===== src/rtl/router_pkt_tx_if.sv =====
// router_pkt_tx_if: source-side and crossbar-side signals of one packet
// injector. The injector takes the slave view; the driving side (source
// plus crossbar model) takes the master view.
interface router_pkt_tx_if;
    // local source side
    logic [63:0] S_D;
    logic [7:0]  S_DEST;
    logic        S_SOF;
    logic        S_EOF;
    logic        S_VALID;
    logic        S_READY;
    // crossbar ingress side
    logic [63:0] D;
    logic [7:0]  DEST;
    logic        DEST_VALID;
    logic        D_HDR_VALID;
    logic        D_PLD_VALID;
    logic        D_SOF;
    logic        D_EOF;
    logic        D_BP;
    logic        COLLISION;
    logic        DROP;

    modport master (
        output S_D, S_DEST, S_SOF, S_EOF, S_VALID, D_BP, COLLISION,
        input  S_READY, D, DEST, DEST_VALID, D_HDR_VALID, D_PLD_VALID,
               D_SOF, D_EOF, DROP
    );

    modport slave (
        input  S_D, S_DEST, S_SOF, S_EOF, S_VALID, D_BP, COLLISION,
        output S_READY, D, DEST, DEST_VALID, D_HDR_VALID, D_PLD_VALID,
               D_SOF, D_EOF, DROP
    );
endinterface


===== src/rtl/router_pkt_tx.sv =====
// router_pkt_tx: store-and-forward packet injector for one crossbar ingress
// port. Whole packets are buffered, then framed onto the crossbar with
// backpressure handling; a destination collision rewinds the packet.
// Optional feature macro: ROUTER_PKT_TX_RETRY_EN
//   defined   - collision rewinds, backs off RetryGap cycles and resends,
//               dropping the packet after MaxRetry retries
//   undefined - any collision drops the packet immediately
module router_pkt_tx #(
    parameter int unsigned Depth    = 16,
    parameter int unsigned MaxRetry = 3,
    parameter int unsigned RetryGap = 4
) (
    input  logic           CLK,
    input  logic           RST,
    router_pkt_tx_if.slave bus
);
    localparam int unsigned AW = $clog2(Depth);
    localparam int unsigned EW = 74;

    if (Depth < 2 || (Depth & (Depth - 1)) != 0) begin : g_bad_depth
        $error("router_pkt_tx: Depth must be a power of 2 and >= 2");
    end
    if (MaxRetry < 1 || MaxRetry > 255) begin : g_bad_retry
        $error("router_pkt_tx: MaxRetry must be in 1..255");
    end
    if (RetryGap < 1 || RetryGap > 255) begin : g_bad_gap
        $error("router_pkt_tx: RetryGap must be in 1..255");
    end

`ifdef ROUTER_PKT_TX_RETRY_EN
    typedef enum logic [1:0] {ST_IDLE, ST_SEND, ST_BACKOFF, ST_DROP} state_t;
    localparam logic [7:0] MAX_RETRY = 8'(MaxRetry);
    localparam logic [7:0] RETRY_GAP = 8'(RetryGap);
    logic [7:0] retry_cnt, retry_nx;
    logic [7:0] gap_cnt, gap_nx;
`else
    typedef enum logic [1:0] {ST_IDLE, ST_SEND, ST_DROP} state_t;
`endif

    state_t state, state_nx;

    // entry layout: {data[63:0], dest[7:0], sof, eof}
    logic [EW-1:0] mem [Depth];
    logic [AW:0]   wr_ptr, rd_ptr, cm_ptr;
    logic [AW:0]   rd_ptr_nx, cm_ptr_nx;
    logic [AW:0]   pkt_cnt;
    logic          pkt_inc, pkt_dec;
    logic          full, ready, wr_en;
    logic [EW-1:0] head;
    logic          cm_eof;

    // space is reckoned from the commit pointer so a rewind never finds
    // its packet overwritten
    assign full    = (wr_ptr[AW] != cm_ptr[AW]) &&
                     (wr_ptr[AW-1:0] == cm_ptr[AW-1:0]);
    assign ready   = !full;
    assign wr_en   = bus.S_VALID && ready;
    assign pkt_inc = wr_en && bus.S_EOF;
    assign head    = mem[rd_ptr[AW-1:0]];
    assign cm_eof  = mem[cm_ptr[AW-1:0]][0];

    assign bus.S_READY = ready;

    // FIFO storage write
    always_ff @(posedge CLK) begin
        if (wr_en) begin
            mem[wr_ptr[AW-1:0]] <= {bus.S_D, bus.S_DEST, bus.S_SOF, bus.S_EOF};
        end
    end

    // state, pointers and counters
    always_ff @(posedge CLK) begin
        if (RST) begin
            state   <= ST_IDLE;
            wr_ptr  <= '0;
            rd_ptr  <= '0;
            cm_ptr  <= '0;
            pkt_cnt <= '0;
`ifdef ROUTER_PKT_TX_RETRY_EN
            retry_cnt <= '0;
            gap_cnt   <= '0;
`endif
        end else begin
            state  <= state_nx;
            rd_ptr <= rd_ptr_nx;
            cm_ptr <= cm_ptr_nx;
            if (wr_en) begin
                wr_ptr <= wr_ptr + 1'b1;
            end
            unique case ({pkt_inc, pkt_dec})
                2'b10:   pkt_cnt <= pkt_cnt + 1'b1;
                2'b01:   pkt_cnt <= pkt_cnt - 1'b1;
                default: pkt_cnt <= pkt_cnt;
            endcase
`ifdef ROUTER_PKT_TX_RETRY_EN
            retry_cnt <= retry_nx;
            gap_cnt   <= gap_nx;
`endif
        end
    end

    // next-state decode and crossbar outputs from registered state + memory
    always_comb begin
        state_nx        = state;
        rd_ptr_nx       = rd_ptr;
        cm_ptr_nx       = cm_ptr;
        pkt_dec         = 1'b0;
`ifdef ROUTER_PKT_TX_RETRY_EN
        retry_nx        = retry_cnt;
        gap_nx          = gap_cnt;
`endif
        bus.D           = '0;
        bus.DEST        = '0;
        bus.DEST_VALID  = 1'b0;
        bus.D_HDR_VALID = 1'b0;
        bus.D_PLD_VALID = 1'b0;
        bus.D_SOF       = 1'b0;
        bus.D_EOF       = 1'b0;
        bus.DROP        = 1'b0;

        unique case (state)
            ST_IDLE: begin
                if (pkt_cnt != '0) begin
                    rd_ptr_nx = cm_ptr;
                    state_nx  = ST_SEND;
                end
            end

            ST_SEND: begin
                bus.D           = head[73:10];
                bus.DEST        = head[9:2];
                bus.DEST_VALID  = 1'b1;
                bus.D_HDR_VALID = head[1];
                bus.D_PLD_VALID = !head[1];
                bus.D_SOF       = head[1];
                bus.D_EOF       = head[0];
                // collision outranks a same-cycle EOF transfer
                if (bus.COLLISION) begin
                    rd_ptr_nx = cm_ptr;
`ifdef ROUTER_PKT_TX_RETRY_EN
                    if (retry_cnt == MAX_RETRY) begin
                        state_nx = ST_DROP;
                    end else begin
                        retry_nx = retry_cnt + 1'b1;
                        gap_nx   = RETRY_GAP;
                        state_nx = ST_BACKOFF;
                    end
`else
                    state_nx = ST_DROP;
`endif
                end else if (!bus.D_BP) begin
                    rd_ptr_nx = rd_ptr + 1'b1;
                    if (head[0]) begin
                        cm_ptr_nx = rd_ptr + 1'b1;
                        pkt_dec   = 1'b1;
`ifdef ROUTER_PKT_TX_RETRY_EN
                        retry_nx  = '0;
`endif
                        state_nx  = ST_IDLE;
                    end
                end
            end

`ifdef ROUTER_PKT_TX_RETRY_EN
            // counting down through zero gives RetryGap+1 dark cycles
            // between the collision sample and the resent SOF
            ST_BACKOFF: begin
                if (gap_cnt == '0) begin
                    state_nx = ST_SEND;
                end else begin
                    gap_nx = gap_cnt - 1'b1;
                end
            end
`endif

            ST_DROP: begin
                cm_ptr_nx = cm_ptr + 1'b1;
                if (cm_eof) begin
                    bus.DROP = 1'b1;
                    pkt_dec  = 1'b1;
`ifdef ROUTER_PKT_TX_RETRY_EN
                    retry_nx = '0;
`endif
                    state_nx = ST_IDLE;
                end
            end

            default: state_nx = ST_IDLE;
        endcase
    end
endmodule


===== src/flat_wrapper.sv =====
// flat-port wrapper written by rule: the top's interface ports become plain ports
module router_pkt_tx_flat 
#(
    parameter int unsigned Depth    = 16,
    parameter int unsigned MaxRetry = 3,
    parameter int unsigned RetryGap = 4
)
  (CLK, RST, bus_S_D, bus_S_DEST, bus_S_SOF, bus_S_EOF, bus_S_VALID, bus_D_BP, bus_COLLISION, bus_S_READY, bus_D, bus_DEST, bus_DEST_VALID, bus_D_HDR_VALID, bus_D_PLD_VALID, bus_D_SOF, bus_D_EOF, bus_DROP);
  router_pkt_tx_if bus_i ();
  input  logic CLK;
  input  logic RST;
  input wire logic [$bits(bus_i.S_D)-1:0] bus_S_D;
  input wire logic [$bits(bus_i.S_DEST)-1:0] bus_S_DEST;
  input wire logic [$bits(bus_i.S_SOF)-1:0] bus_S_SOF;
  input wire logic [$bits(bus_i.S_EOF)-1:0] bus_S_EOF;
  input wire logic [$bits(bus_i.S_VALID)-1:0] bus_S_VALID;
  input wire logic [$bits(bus_i.D_BP)-1:0] bus_D_BP;
  input wire logic [$bits(bus_i.COLLISION)-1:0] bus_COLLISION;
  output wire logic [$bits(bus_i.S_READY)-1:0] bus_S_READY;
  output wire logic [$bits(bus_i.D)-1:0] bus_D;
  output wire logic [$bits(bus_i.DEST)-1:0] bus_DEST;
  output wire logic [$bits(bus_i.DEST_VALID)-1:0] bus_DEST_VALID;
  output wire logic [$bits(bus_i.D_HDR_VALID)-1:0] bus_D_HDR_VALID;
  output wire logic [$bits(bus_i.D_PLD_VALID)-1:0] bus_D_PLD_VALID;
  output wire logic [$bits(bus_i.D_SOF)-1:0] bus_D_SOF;
  output wire logic [$bits(bus_i.D_EOF)-1:0] bus_D_EOF;
  output wire logic [$bits(bus_i.DROP)-1:0] bus_DROP;
  assign bus_i.S_D = bus_S_D;
  assign bus_i.S_DEST = bus_S_DEST;
  assign bus_i.S_SOF = bus_S_SOF;
  assign bus_i.S_EOF = bus_S_EOF;
  assign bus_i.S_VALID = bus_S_VALID;
  assign bus_i.D_BP = bus_D_BP;
  assign bus_i.COLLISION = bus_COLLISION;
  assign bus_S_READY = bus_i.S_READY;
  assign bus_D = bus_i.D;
  assign bus_DEST = bus_i.DEST;
  assign bus_DEST_VALID = bus_i.DEST_VALID;
  assign bus_D_HDR_VALID = bus_i.D_HDR_VALID;
  assign bus_D_PLD_VALID = bus_i.D_PLD_VALID;
  assign bus_D_SOF = bus_i.D_SOF;
  assign bus_D_EOF = bus_i.D_EOF;
  assign bus_DROP = bus_i.DROP;
  router_pkt_tx #(.Depth(Depth), .MaxRetry(MaxRetry), .RetryGap(RetryGap)) u_core (.CLK(CLK), .RST(RST), .bus(bus_i));
endmodule

===== config.mk =====
export PLATFORM = sky130hd
export DESIGN_NAME = router_pkt_tx_flat
export DESIGN_NICKNAME = d
export VERILOG_FILES = /design/src/rtl/router_pkt_tx_if.sv /design/src/rtl/router_pkt_tx.sv /design/src/flat_wrapper.sv
export SDC_FILE = /design/constraint.sdc
export NUM_CORES = 1
export LEC_CHECK = 0
export ABC_AREA = 1
export CORE_ASPECT_RATIO = 1.75
export CORE_MARGIN = 5
export CORE_UTILIZATION = 40
export CTS_CLUSTER_DIAMETER = 150
export DETAILED_ROUTE_END_ITERATION = 10
export HOLD_SLACK_MARGIN = 0.06
export PLACE_DENSITY = 0.56
export SLEW_MARGIN = 10
export SYNTH_ARGS = -nofsm -noshare
export SYNTH_HDL_FRONTEND = slang
export SYNTH_SLANG_ARGS = --single-unit

===== constraint.sdc =====
create_clock -name CLK -period 7.47 [get_ports CLK]
set_input_delay 2.241 -clock CLK [delete_from_list [all_inputs] [get_ports CLK]]
set_output_delay 2.241 -clock CLK [all_outputs]
set_load 0.1 [all_outputs]

==> results of run 1 <==
[per-stage QoR]
| step | cell area (sq um) | utilization [%] | cells | worst slack (ps) | hold WS [ps] |
|---|---|---|---|---|---|
| after floorplan | 47500 | - | 3434 | 1180 | 422 |
| after global placement | 50600 | 42.8 | 4923 | 1540 | 440 |
| after detailed placement | 50600 | 42.8 | 4923 | 1530 | 449 |
| after CTS | 54000 | 45.7 | 5114 | 751 | 460 |
| after global routing | 54000 | 45.7 | 5115 | 620 | 491 |
| final | 54000 | 45.7 | 5118 | 832 | 457 |
[synth_stat cells]
master | number | area, sq um
nand2_1 | 73 | 274
xnor2_1 | 7 | 61.3
xor2_1 | 6 | 52.6
fa_1 | 1 | 20.0
o21ai_0 | 587 | 2940
buf_6 | 5 | 56.3
nand2_2 | 2 | 12.5
or2_1 | 1 | 6.26
nor2_2 | 1 | 6.26
a211oi_1 | 2 | 15.0
o211ai_1 | 72 | 541
clkbuf_1 | 167 | 627
buf_2 | 63 | 315
buf_4 | 18 | 135
inv_1 | 47 | 176
o221ai_1 | 224 | 1960
dfxtp_1 | 30 | 601
nor2_1 | 627 | 2350
nand3_1 | 110 | 551
nand4_1 | 4 | 25.0
nor3_1 | 2 | 10.0
clkinv_1 | 1 | 3.75
a22oi_1 | 1 | 7.51
or2_2 | 1 | 6.26
buf_1 | 5 | 18.8
edfxtp_1 | 1184 | 35600
a21boi_0 | 1 | 7.51
o22ai_1 | 69 | 432
nor3b_1 | 3 | 22.5
inv_2 | 2 | 7.51
ha_1 | 13 | 163
a21oi_1 | 89 | 445
o21ai_1 | 16 | 80.1
[layout by cell type (no fill, tap or decap), drive strengths merged]
| cell | n |
|---|---|
| nand4 | 4 |
| xnor2 | 7 |
| nor3b | 3 |
| clkbuf | 132 |
| fa | 1 |
| o22ai | 69 |
| clkinv | 45 |
| nand2 | 75 |
| or2 | 2 |
| a211oi | 2 |
| xor2 | 6 |
| diode | 4 |
| dfxtp | 30 |
| clkdlybuf4s50 | 138 |
| nor2 | 628 |
| o221ai | 224 |
| buf | 88 |
| clkinvlp | 3 |
| o211ai | 72 |
| a21oi | 89 |
| edfxtp | 1184 |
| a21boi | 1 |
| nand3 | 110 |
| nor3 | 2 |
| ha | 13 |
| a22oi | 1 |
| o21ai | 603 |
| inv | 52 |
| bufinv | 9 |
[cell families after synthesis]
family | after synthesis
DFF | 1214
AOI/OAI and AO/OA | 1061
and+or+nand+nor | 824
buffers and inverters | 308
adders and majority gates | 14
xor gates and xnor gates | 13
[sequential cells by signal, indices dropped and copies added, names as in the netlist, named ones only]
signal and flops:
u_core.pkt_cnt 5, u_core.wr_ptr 5, u_core.rd_ptr 5, u_core.cm_ptr 5
u_core.mem 1184, u_core.state 2
[power by group through the flow]
stage | Clock (mW) | Sequential [mW] | Combinational (mW)
after detailed placement | 0 | 7.87 | 4.27
after CTS | 5.56 | 7.73 | 4.27
after global placement | 0 | 7.87 | 4.25
after global routing | 5.83 | 7.74 | 4.56
after floorplan | 0 | 7.80 | 3.05
final | 5.44 | 7.73 | 4.24
[cell type report]
cell class	count	area, sq um	share of cell area [%]
Inverter	50	210	0.389
Tap cell	1521	1900	3.52
Multi-Input combinational cell	1912	10100	18.7
Antenna cell	4	10.0	0.0185
Clock inverter	59	543	1.00
Sequential cell	1214	36200	66.9
Timing Repair Buffer	226	2240	4.15
Clock buffer	132	2860	5.29
[per-layer routing]
metal | up-vias | GRT usage (%) | routed length, um
li1 | 13200 | - | -
met1 | 15100 | 25.5 | 53700
met2 | 817 | 34.7 | 65100
met3 | 162 | 3.53 | 7030
met4 | 8 | 4.76 | 2380
met5 | - | 0 | 48
[critical path: stages (launching register included)]
cell and delay, ps:
dfxtp_4 870, buf_4 670, o21ai_0 220, o221ai_1 240, nand3_1 110, a21oi_1 350, clkdlybuf4s50_1 1210
[worst paths after layout]
path,startpoint,endpoint
max,register,bus_D[54]
min,u_core.pkt_cnt[0],u_core.pkt_cnt[0]
max reg2reg,register,u_core.pkt_cnt[3]
min reg2reg,u_core.pkt_cnt[0],u_core.pkt_cnt[0]
==> flow_metrics.env, run 1 <==
export IMPL_drtAntennaViolNets=0
export IMPL_worst_pin_slew_ps=1100
export IMPL_slew_headroom_pct=26.5
export IMPL_gp_congestion=0.755
export IMPL_grt_max_degree=208
export IMPL_cts_sinks=1214
export IMPL_r2r_slack_ps=3550
export IMPL_num_vias=29400
export IMPL_maxSlewViolCount=0
export IMPL_hold_class="register to register"
export IMPL_maxCapViolCount=0
export IMPL_num_fill_cells=10400
export IMPL_power_leakage_nw=16.8
export IMPL_path_class="register to primary output"
export IMPL_min_period_ps=6640
export IMPL_drc=0
export IMPL_cts_tree="done"
export IMPL_syn_inst=3434
export IMPL_synth_seq_cells=1214
export IMPL_root_buffer="clkbuf_16"
export IMPL_max_vdd_ir_drop_uv=184
export IMPL_io_buffers=157
export IMPL_cp_start_kind="register"
export IMPL_numCtsBuffers=108
export IMPL_worstPathArrival_ps=4400
export IMPL_fin_nets=3605
export IMPL_worstSkewPairLatency_ps=720
export IMPL_synth_top_family_by_area="compound AO/OA/AOI/OAI gates"
export IMPL_power_total_mw=17.4
export IMPL_pwr_share_clk_pct=31.3
export IMPL_cts_buffer_depth=3
export IMPL_hold_viol=0
export IMPL_syn_avg_cell_area_sq_um=13.8
export IMPL_syn_nets=3527
export IMPL_drt_iter0_drc=2661
export IMPL_synth_xor_area_share_pct=0.240
export IMPL_fmax_mhz=151
export IMPL_fp_dieW_um=270
export IMPL_synth_compound_area_share_pct=13.5
export IMPL_synth_area_sq_um=47500
export IMPL_coreArea_sq_um=118000
export IMPL_clkSlewWorstSetupHoldPaths_ps=60
export IMPL_synth_cell_types=33
export IMPL_end_kind="primary output"
export IMPL_drive_gt1_share_pct=7.35
export IMPL_grt_pass1_wl_mm=188
export IMPL_whs_path_depth=1
export IMPL_pin_count=158
export IMPL_die_h_um=466
export IMPL_ys_warnings_count=0
export IMPL_routed_wl_mm=128
export IMPL_final_setup_skew_ps=24.2
export IMPL_timing_final_crit_share_pct=88.9
export IMPL_p_comb_share_pct=24.4
export IMPL_cts_setup_buffers=0
export IMPL_grt_overflow=0
export IMPL_dp_hpwl_mm=63.3
export IMPL_area_growth_pct=13.8
export IMPL_internal_power_mw=11.6
export IMPL_die_area_sq_um=126000
export IMPL_avgViaCountPerCell=5.74
export IMPL_synth_simple_area_share_pct=6.88
export IMPL_h_tree_depth=3
export IMPL_cp_data_required_time_ps=5230
export IMPL_grt_use_total_pct=19.7
export IMPL_rows=167
export IMPL_cp_max_fo=57
export IMPL_antenna_found_initial=10
export IMPL_cts_resized=0
export IMPL_power_switching_mw=5.77
export IMPL_p_sw_share_pct=33.2
export IMPL_synth_seq_area_share_pct=76.1
export IMPL_power_density_cell_area_nw_per_um2=322
export IMPL_outcome="completed"
export IMPL_grt_pass1_vias=29000
export IMPL_setup_viol=0
export IMPL_tns_ps=0
export IMPL_r2r_cells=16
export IMPL_cts_hold_buf=0
export IMPL_p_seq_share_pct=44.4
export IMPL_dr_pass1_iters=5
export IMPL_muxShareOfSynthArea_pct=0
export IMPL_synthAdderAreaFrac_pct=0.385
export IMPL_rsz0062_at_grt="false"
export IMPL_avgRoutedWirePerCell_um=25.1
export IMPL_start_util_pct=40.2
Power figures use the tool's default switching activity.
==> run 2: changes to the inputs <==
--- a/config.mk
+++ b/config.mk
@@ -12,7 +12,9 @@
 export CTS_CLUSTER_DIAMETER = 150
 export DETAILED_ROUTE_END_ITERATION = 10
 export HOLD_SLACK_MARGIN = 0.06
+export MAX_ROUTING_LAYER = met4
 export PLACE_DENSITY = 0.56
+export SKIP_CTS_REPAIR_TIMING = 1
 export SLEW_MARGIN = 10
 export SYNTH_ARGS = -nofsm -noshare
 export SYNTH_HDL_FRONTEND = slang
==> constraint.sdc (replaced) <==
create_clock -name CLK -period 7.4 [get_ports CLK]
set_input_delay 2.22 -clock CLK [delete_from_list [all_inputs] [get_ports CLK]]
set_output_delay 2.22 -clock CLK [all_outputs]
set_load 0.1 [all_outputs]
==> run 2 against run 1 <==
Sequential share of layout area decreased by 0.25 points. Count of clock-buffer cells in the layout decreased by 7. Die area unchanged. Utilization increased by 0.17 points. Final cell count increased by 0.31%. First-iteration DRC count increased by 7.6%. Non-clock buffer count increased by 5. Register-to-register slack improved by 200 ps. Flip-flop and latch count unchanged. Total power increased by 2.0%. Global-route usage increased by 0.73 points. Hold slack improved by 7.3 ps.
==> flow_metrics.env, run 2 (synthesis results as in run 1) <==
export IMPL_outcome="completed"
export IMPL_area_growth_pct=14.2
export IMPL_grt_pass1_vias=29800
export IMPL_pin_count=158
export IMPL_final_cell_mix="edfxtp_1, nor2_1, o21ai_0"
export IMPL_min_from="u_core.pkt_cnt[0]"
export IMPL_hold_class="register to register"
export IMPL_slowest_delay_ps=1220
export IMPL_worst_pin_slew_ps=1130
export IMPL_fmax_mhz=152
export IMPL_cp_start_kind="register"
export IMPL_num_fill_cells=10400
export IMPL_dr_pass1_iters=8
export IMPL_rsz0062_at_grt="false"
export IMPL_grt_pass1_wl_mm=190
export IMPL_cts_buffer_depth=3
export IMPL_die_area_sq_um=126000
export IMPL_dp_hpwl_mm=64.0
export IMPL_grt_use_total_pct=20.4
export IMPL_path_class="register to primary output"
export IMPL_power_density_cell_area_nw_per_um2=327
export IMPL_rows=167
export IMPL_layout_commonest_cell="edfxtp_1"
export IMPL_end_kind="primary output"
export IMPL_num_vias=29600
export IMPL_max_vdd_ir_drop_uv=187
export IMPL_crit_path_cell_trace="buf_4 > o21ai_0 > o221ai_1 > nand3_1 > a21oi_1 > clkdlybuf4s50_1"
export IMPL_cp_max_fo=58
export IMPL_grt_max_degree=237
export IMPL_min_period_ps=6600
export IMPL_fp_dieW_um=270
export IMPL_largest_register_ffs=1184
export IMPL_critPathTopFamily="buffers and inverters"
export IMPL_setup_viol=0
export IMPL_drtAntennaViolNets=0
export IMPL_worst_path_buf_inv=2
export IMPL_tns_ps=0
export IMPL_r2r_slack_ps=3750
export IMPL_drc=0
export IMPL_worstSkewPairLatency_ps=720
export IMPL_r2r_start="u_core.state[1]"
export IMPL_grt_overflow=0
export IMPL_avgViaCountPerCell=5.77
export IMPL_cp_data_required_time_ps=5180
export IMPL_routed_wl_mm=129
export IMPL_antenna_found_initial=15
export IMPL_coreArea_sq_um=118000
export IMPL_slowest_stage="clkdlybuf4s50_1"
export IMPL_root_buffer="clkbuf_16"
export IMPL_maxSlewViolCount=0
export IMPL_maxCapViolCount=0
export IMPL_avgRoutedWirePerCell_um=25.0
export IMPL_drt_iter0_drc=2863
export IMPL_cts_tree="done"
export IMPL_start_util_pct=40.2
export IMPL_drive_gt1_share_pct=7.86
export IMPL_cts_sinks=1214
export IMPL_gp_congestion=0.766
export IMPL_io_buffers=157
export IMPL_timing_final_crit_share_pct=89.2
export IMPL_numCtsBuffers=104
export IMPL_worstPathArrival_ps=4380
export IMPL_power_leakage_nw=16.9
export IMPL_post_route_util_pct=45.9
export IMPL_final_instance_count_excl_fill=5134
export IMPL_fin_nets=3606
export IMPL_final_setup_skew_ps=20.8
export IMPL_hold_viol=0
export IMPL_die_h_um=466
export IMPL_dp_cells=4928
export IMPL_clkSlewWorstSetupHoldPaths_ps=70
export IMPL_slew_headroom_pct=24.8
export IMPL_h_tree_depth=3
run 2: changes by cell type in the layout (fill, tap and decap cells not counted), sizes merged:
cell           previous run  this run
buf                      88        95
bufinv                    9        15
clkbuf                  132       125
clkdlybuf4s50           138       136
clkinv                   45        46
clkinvlp                  3         2
diode                     4        12
inv                      52        56
run 2: power breakdown:
group | switching (mW) | total, mW | internal [mW]
Sequential | 0.106 | 7.79 | 7.68
Clock | 2.48 | 5.68 | 3.20
Combinational | 3.27 | 4.29 | 1.01
Total | 5.86 | 17.8 | 11.9
run 2: stage by stage:
stage | power, mW | hold slack (ps) | setup WS, ps | instance area, sq um
6_report | 17.8 | 465 | 800 | 54200
5_1_grt | 18.5 | 472 | 620 | 54200
4_1_cts | 17.9 | 461 | 761 | 54200
3_5_place_dp | 12.3 | 445 | 1550 | 50700
3_3_place_gp | 12.2 | 443 | 1510 | 50700
2_1_floorplan | 11.0 | 422 | 1130 | 47500
run 2: cell type report:
cell class	count	area, sq um	share of cell area (%)
flip-flops and latches	1214	36200	66.7
repair buffers	231	2290	4.22
clock inverters	69	772	1.42
inverters	50	210	0.387
multi-input cells	1912	10100	18.6
diodes	12	30.0	0.0554
clock buffers	125	2770	5.10
well taps	1521	1900	3.51
run 2: routing by layer:
metal / vias to the layer above / part of all wire, % / track usage (%)
met1: 15200 / 41 / 25.2
met2: 916 / 51 / 35.1
met3: 213 / 5.6 / 3.24
met4: 0 / 2.3 / 5.80
met5: - / 0 / -
li1: 13300 / - / -
run 2: path summary, 6_finish.rpt:
path | end | cells after the start
setup / recovery | bus_D[18] | 6
hold / removal | u_core.pkt_cnt[0] | 1
setup reg to reg | u_core.pkt_cnt[3] | 16
hold reg to reg | u_core.pkt_cnt[0] | 1
run 2: worst register-to-register path: cells and delay by family (launching register included):
family | cells | cell delay [ps]
XOR/XNOR | 1 | 100
adder cells (fa/ha/maj) | 3 | 990
AO/OA/AOI/OAI | 3 | 570
buffers and inverters | 4 | 720
flip-flops | 1 | 320
AND/OR/NAND/NOR | 5 | 820
==> run 3: changes to the inputs <==
--- a/config.mk
+++ b/config.mk
@@ -8,13 +8,15 @@
 export ABC_AREA = 1
 export CORE_ASPECT_RATIO = 1.75
 export CORE_MARGIN = 5
-export CORE_UTILIZATION = 40
+export CORE_UTILIZATION = 23
 export CTS_CLUSTER_DIAMETER = 150
 export DETAILED_ROUTE_END_ITERATION = 10
+export GPL_ROUTABILITY_DRIVEN = 0
 export HOLD_SLACK_MARGIN = 0.06
 export MAX_ROUTING_LAYER = met4
-export PLACE_DENSITY = 0.56
+export PLACE_DENSITY = 0.37
 export SKIP_CTS_REPAIR_TIMING = 1
+export SKIP_LAST_GASP = 1
 export SLEW_MARGIN = 10
 export SYNTH_ARGS = -nofsm -noshare
 export SYNTH_HDL_FRONTEND = slang
==> run 3 against run 2 <==
Global-route usage fell by 6.1 points. Utilization fell by 19 points. Total power rose by 1.7%. Sequential share of layout area fell by 1.8 points. Die area rose by 71%. Largest cell class unchanged. Largest power group unchanged.
==> flow_metrics.env, run 3 (synthesis results as in run 1) <==
export IMPL_tns_ps=0
export IMPL_cp_max_fo=110
export IMPL_fin_ws_ps=996
export IMPL_largest_register_ffs=1184
export IMPL_min_from="u_core.pkt_cnt[0]"
export IMPL_rows=220
export IMPL_final_cell_mix="edfxtp_1, nor2_1, o21ai_0"
export IMPL_placed_cell_area_sq_um=52000
export IMPL_start_util_pct=23.1
export IMPL_min_to="u_core.pkt_cnt[0]"
export IMPL_cp_start_kind="register"
export IMPL_worstSkewPairLatency_ps=720
export IMPL_coreArea_sq_um=205000
export IMPL_cts_buffer_depth=3
export IMPL_pwr_share_clk_pct=32.5
export IMPL_drt_iter0_drc=1693
export IMPL_die_area_sq_um=216000
export IMPL_power_switching_mw=6.20
export IMPL_die_h_um=611
export IMPL_avgViaCountPerCell=4.64
export IMPL_p_sw_share_pct=34.3
export IMPL_final_instance_count_excl_fill=6295
export IMPL_r2r_cells=15
export IMPL_antenna_found_initial=22
export IMPL_grt_overflow=0
export IMPL_cts_sinks=1214
export IMPL_fin_area_sq_um=55700
export IMPL_max_vdd_ir_drop_uv=242
export IMPL_timing_final_crit_share_pct=86.5
export IMPL_clkSlewWorstSetupHoldPaths_ps=60
export IMPL_outcome="completed"
export IMPL_fp_dieW_um=353
export IMPL_rsz0062_at_grt="false"
export IMPL_dp_slack_ps=1670
export IMPL_worstPathArrival_ps=4180
export IMPL_slew_headroom_pct=18.5
export IMPL_p_seq_share_pct=43.1
export IMPL_h_tree_depth=3
export IMPL_setup_viol=0
export IMPL_numCtsBuffers=117
export IMPL_fin_nets=3616
export IMPL_drtAntennaViolNets=0
export IMPL_drc=0
export IMPL_grt_max_degree=124
export IMPL_fmax_mhz=156
export IMPL_grt_pass1_vias=30600
export IMPL_p_comb_share_pct=24.4
export IMPL_cp_data_required_time_ps=5180
export IMPL_grt_pass1_wl_mm=222
export IMPL_maxSlewViolCount=0
export IMPL_avgRoutedWirePerCell_um=24.6
export IMPL_dp_hpwl_mm=77.7
export IMPL_dp_cells=6068
export IMPL_maxCapViolCount=0
export IMPL_drive_gt1_share_pct=9.00
export IMPL_routed_wl_mm=155
export IMPL_num_vias=29200
export IMPL_cts_tree="done"
export IMPL_end_kind="primary output"
export IMPL_hold_viol=0
export IMPL_whs_path_depth=1
export IMPL_r2r_slack_ps=3360
export IMPL_pin_count=158
export IMPL_layout_commonest_cell="edfxtp_1"
export IMPL_path_class="register to primary output"
export IMPL_rr_endpoint="u_core.pkt_cnt[3]"
export IMPL_dr_pass1_iters=7
export IMPL_io_buffers=157
export IMPL_grt_use_total_pct=14.4
export IMPL_min_period_ps=6400
export IMPL_final_setup_skew_ps=38.1
export IMPL_hold_class="register to register"
export IMPL_internal_power_mw=11.8
export IMPL_area_growth_pct=17.4
export IMPL_timing_hold_ws_ps=467
export IMPL_power_leakage_nw=17.0
export IMPL_root_buffer="clkbuf_16"
export IMPL_power_density_cell_area_nw_per_um2=324
export IMPL_worst_pin_slew_ps=1220
## run 3: cell count changes in the layout (fill, tap and decap cells not counted), moves of 3 or more
cell,previous run,this run
clkdlybuf4s50_1,136,98
bufinv_16,15,8
clkbuf_1,16,22
buf_4,78,110
diode_2,12,18
buf_12,17,20
clkbuf_16,107,117
## run 3: how the worst max path moves through the flow
stage                            from                end  slack, ps  cells after the start
final                        register          bus_D[23]       1000                      7
after global routing         register          bus_D[23]        720                      7
after CTS                    register          bus_D[37]        860                      6
after detailed placement     register          bus_D[38]       1670                      7
after global placement       register          bus_D[38]       1610                      7
after floorplan           bus_S_VALID  u_core.mem[11][0]       1130                      4
## run 3: cell type report
cell class / instances / area [sq um]
inverters: 50 / 215
multi-input cells: 1912 / 10100
diodes: 18 / 45.0
fillers: 21000 / 150000
well taps: 2664 / 3330
clock buffers: 140 / 3020
repair buffers: 228 / 2210
clock inverters: 69 / 622
flip-flops and latches: 1214 / 36200
## run 3: power by group through the flow
stage	registers (mW)	logic, mW	clock network, mW
6_report	7.78	4.41	5.87
4_1_cts	7.78	4.53	6.09
3_5_place_dp	7.93	4.52	0
5_1_grt	7.79	4.78	6.34
2_1_floorplan	7.87	3.08	0
3_3_place_gp	7.93	4.52	0
## run 3: per-stage QoR
stage,total power [mW],util (%)
floorplan,11.0,-
global placement,12.4,25.3
detailed placement,12.4,25.3
CTS,18.4,27.1
global route,18.9,27.1
finish,18.0,27.1
## run 3: critical path, stage by stage, from the launching register on
cell and delay, ps:
dfxtp_4 410, buf_4 580, buf_4 940, o21ai_0 240, o221ai_1 240, o211ai_1 140
a21oi_1 320, buf_4 350
## run 3: metal layers
layer	up-vias	global-route usage, %	part of all wire, %
met3	209	2.26	3.5
met2	505	25.7	52
li1	13300	-	-
met5	-	-	0
met4	0	3.55	2.2
met1	15200	16.9	42
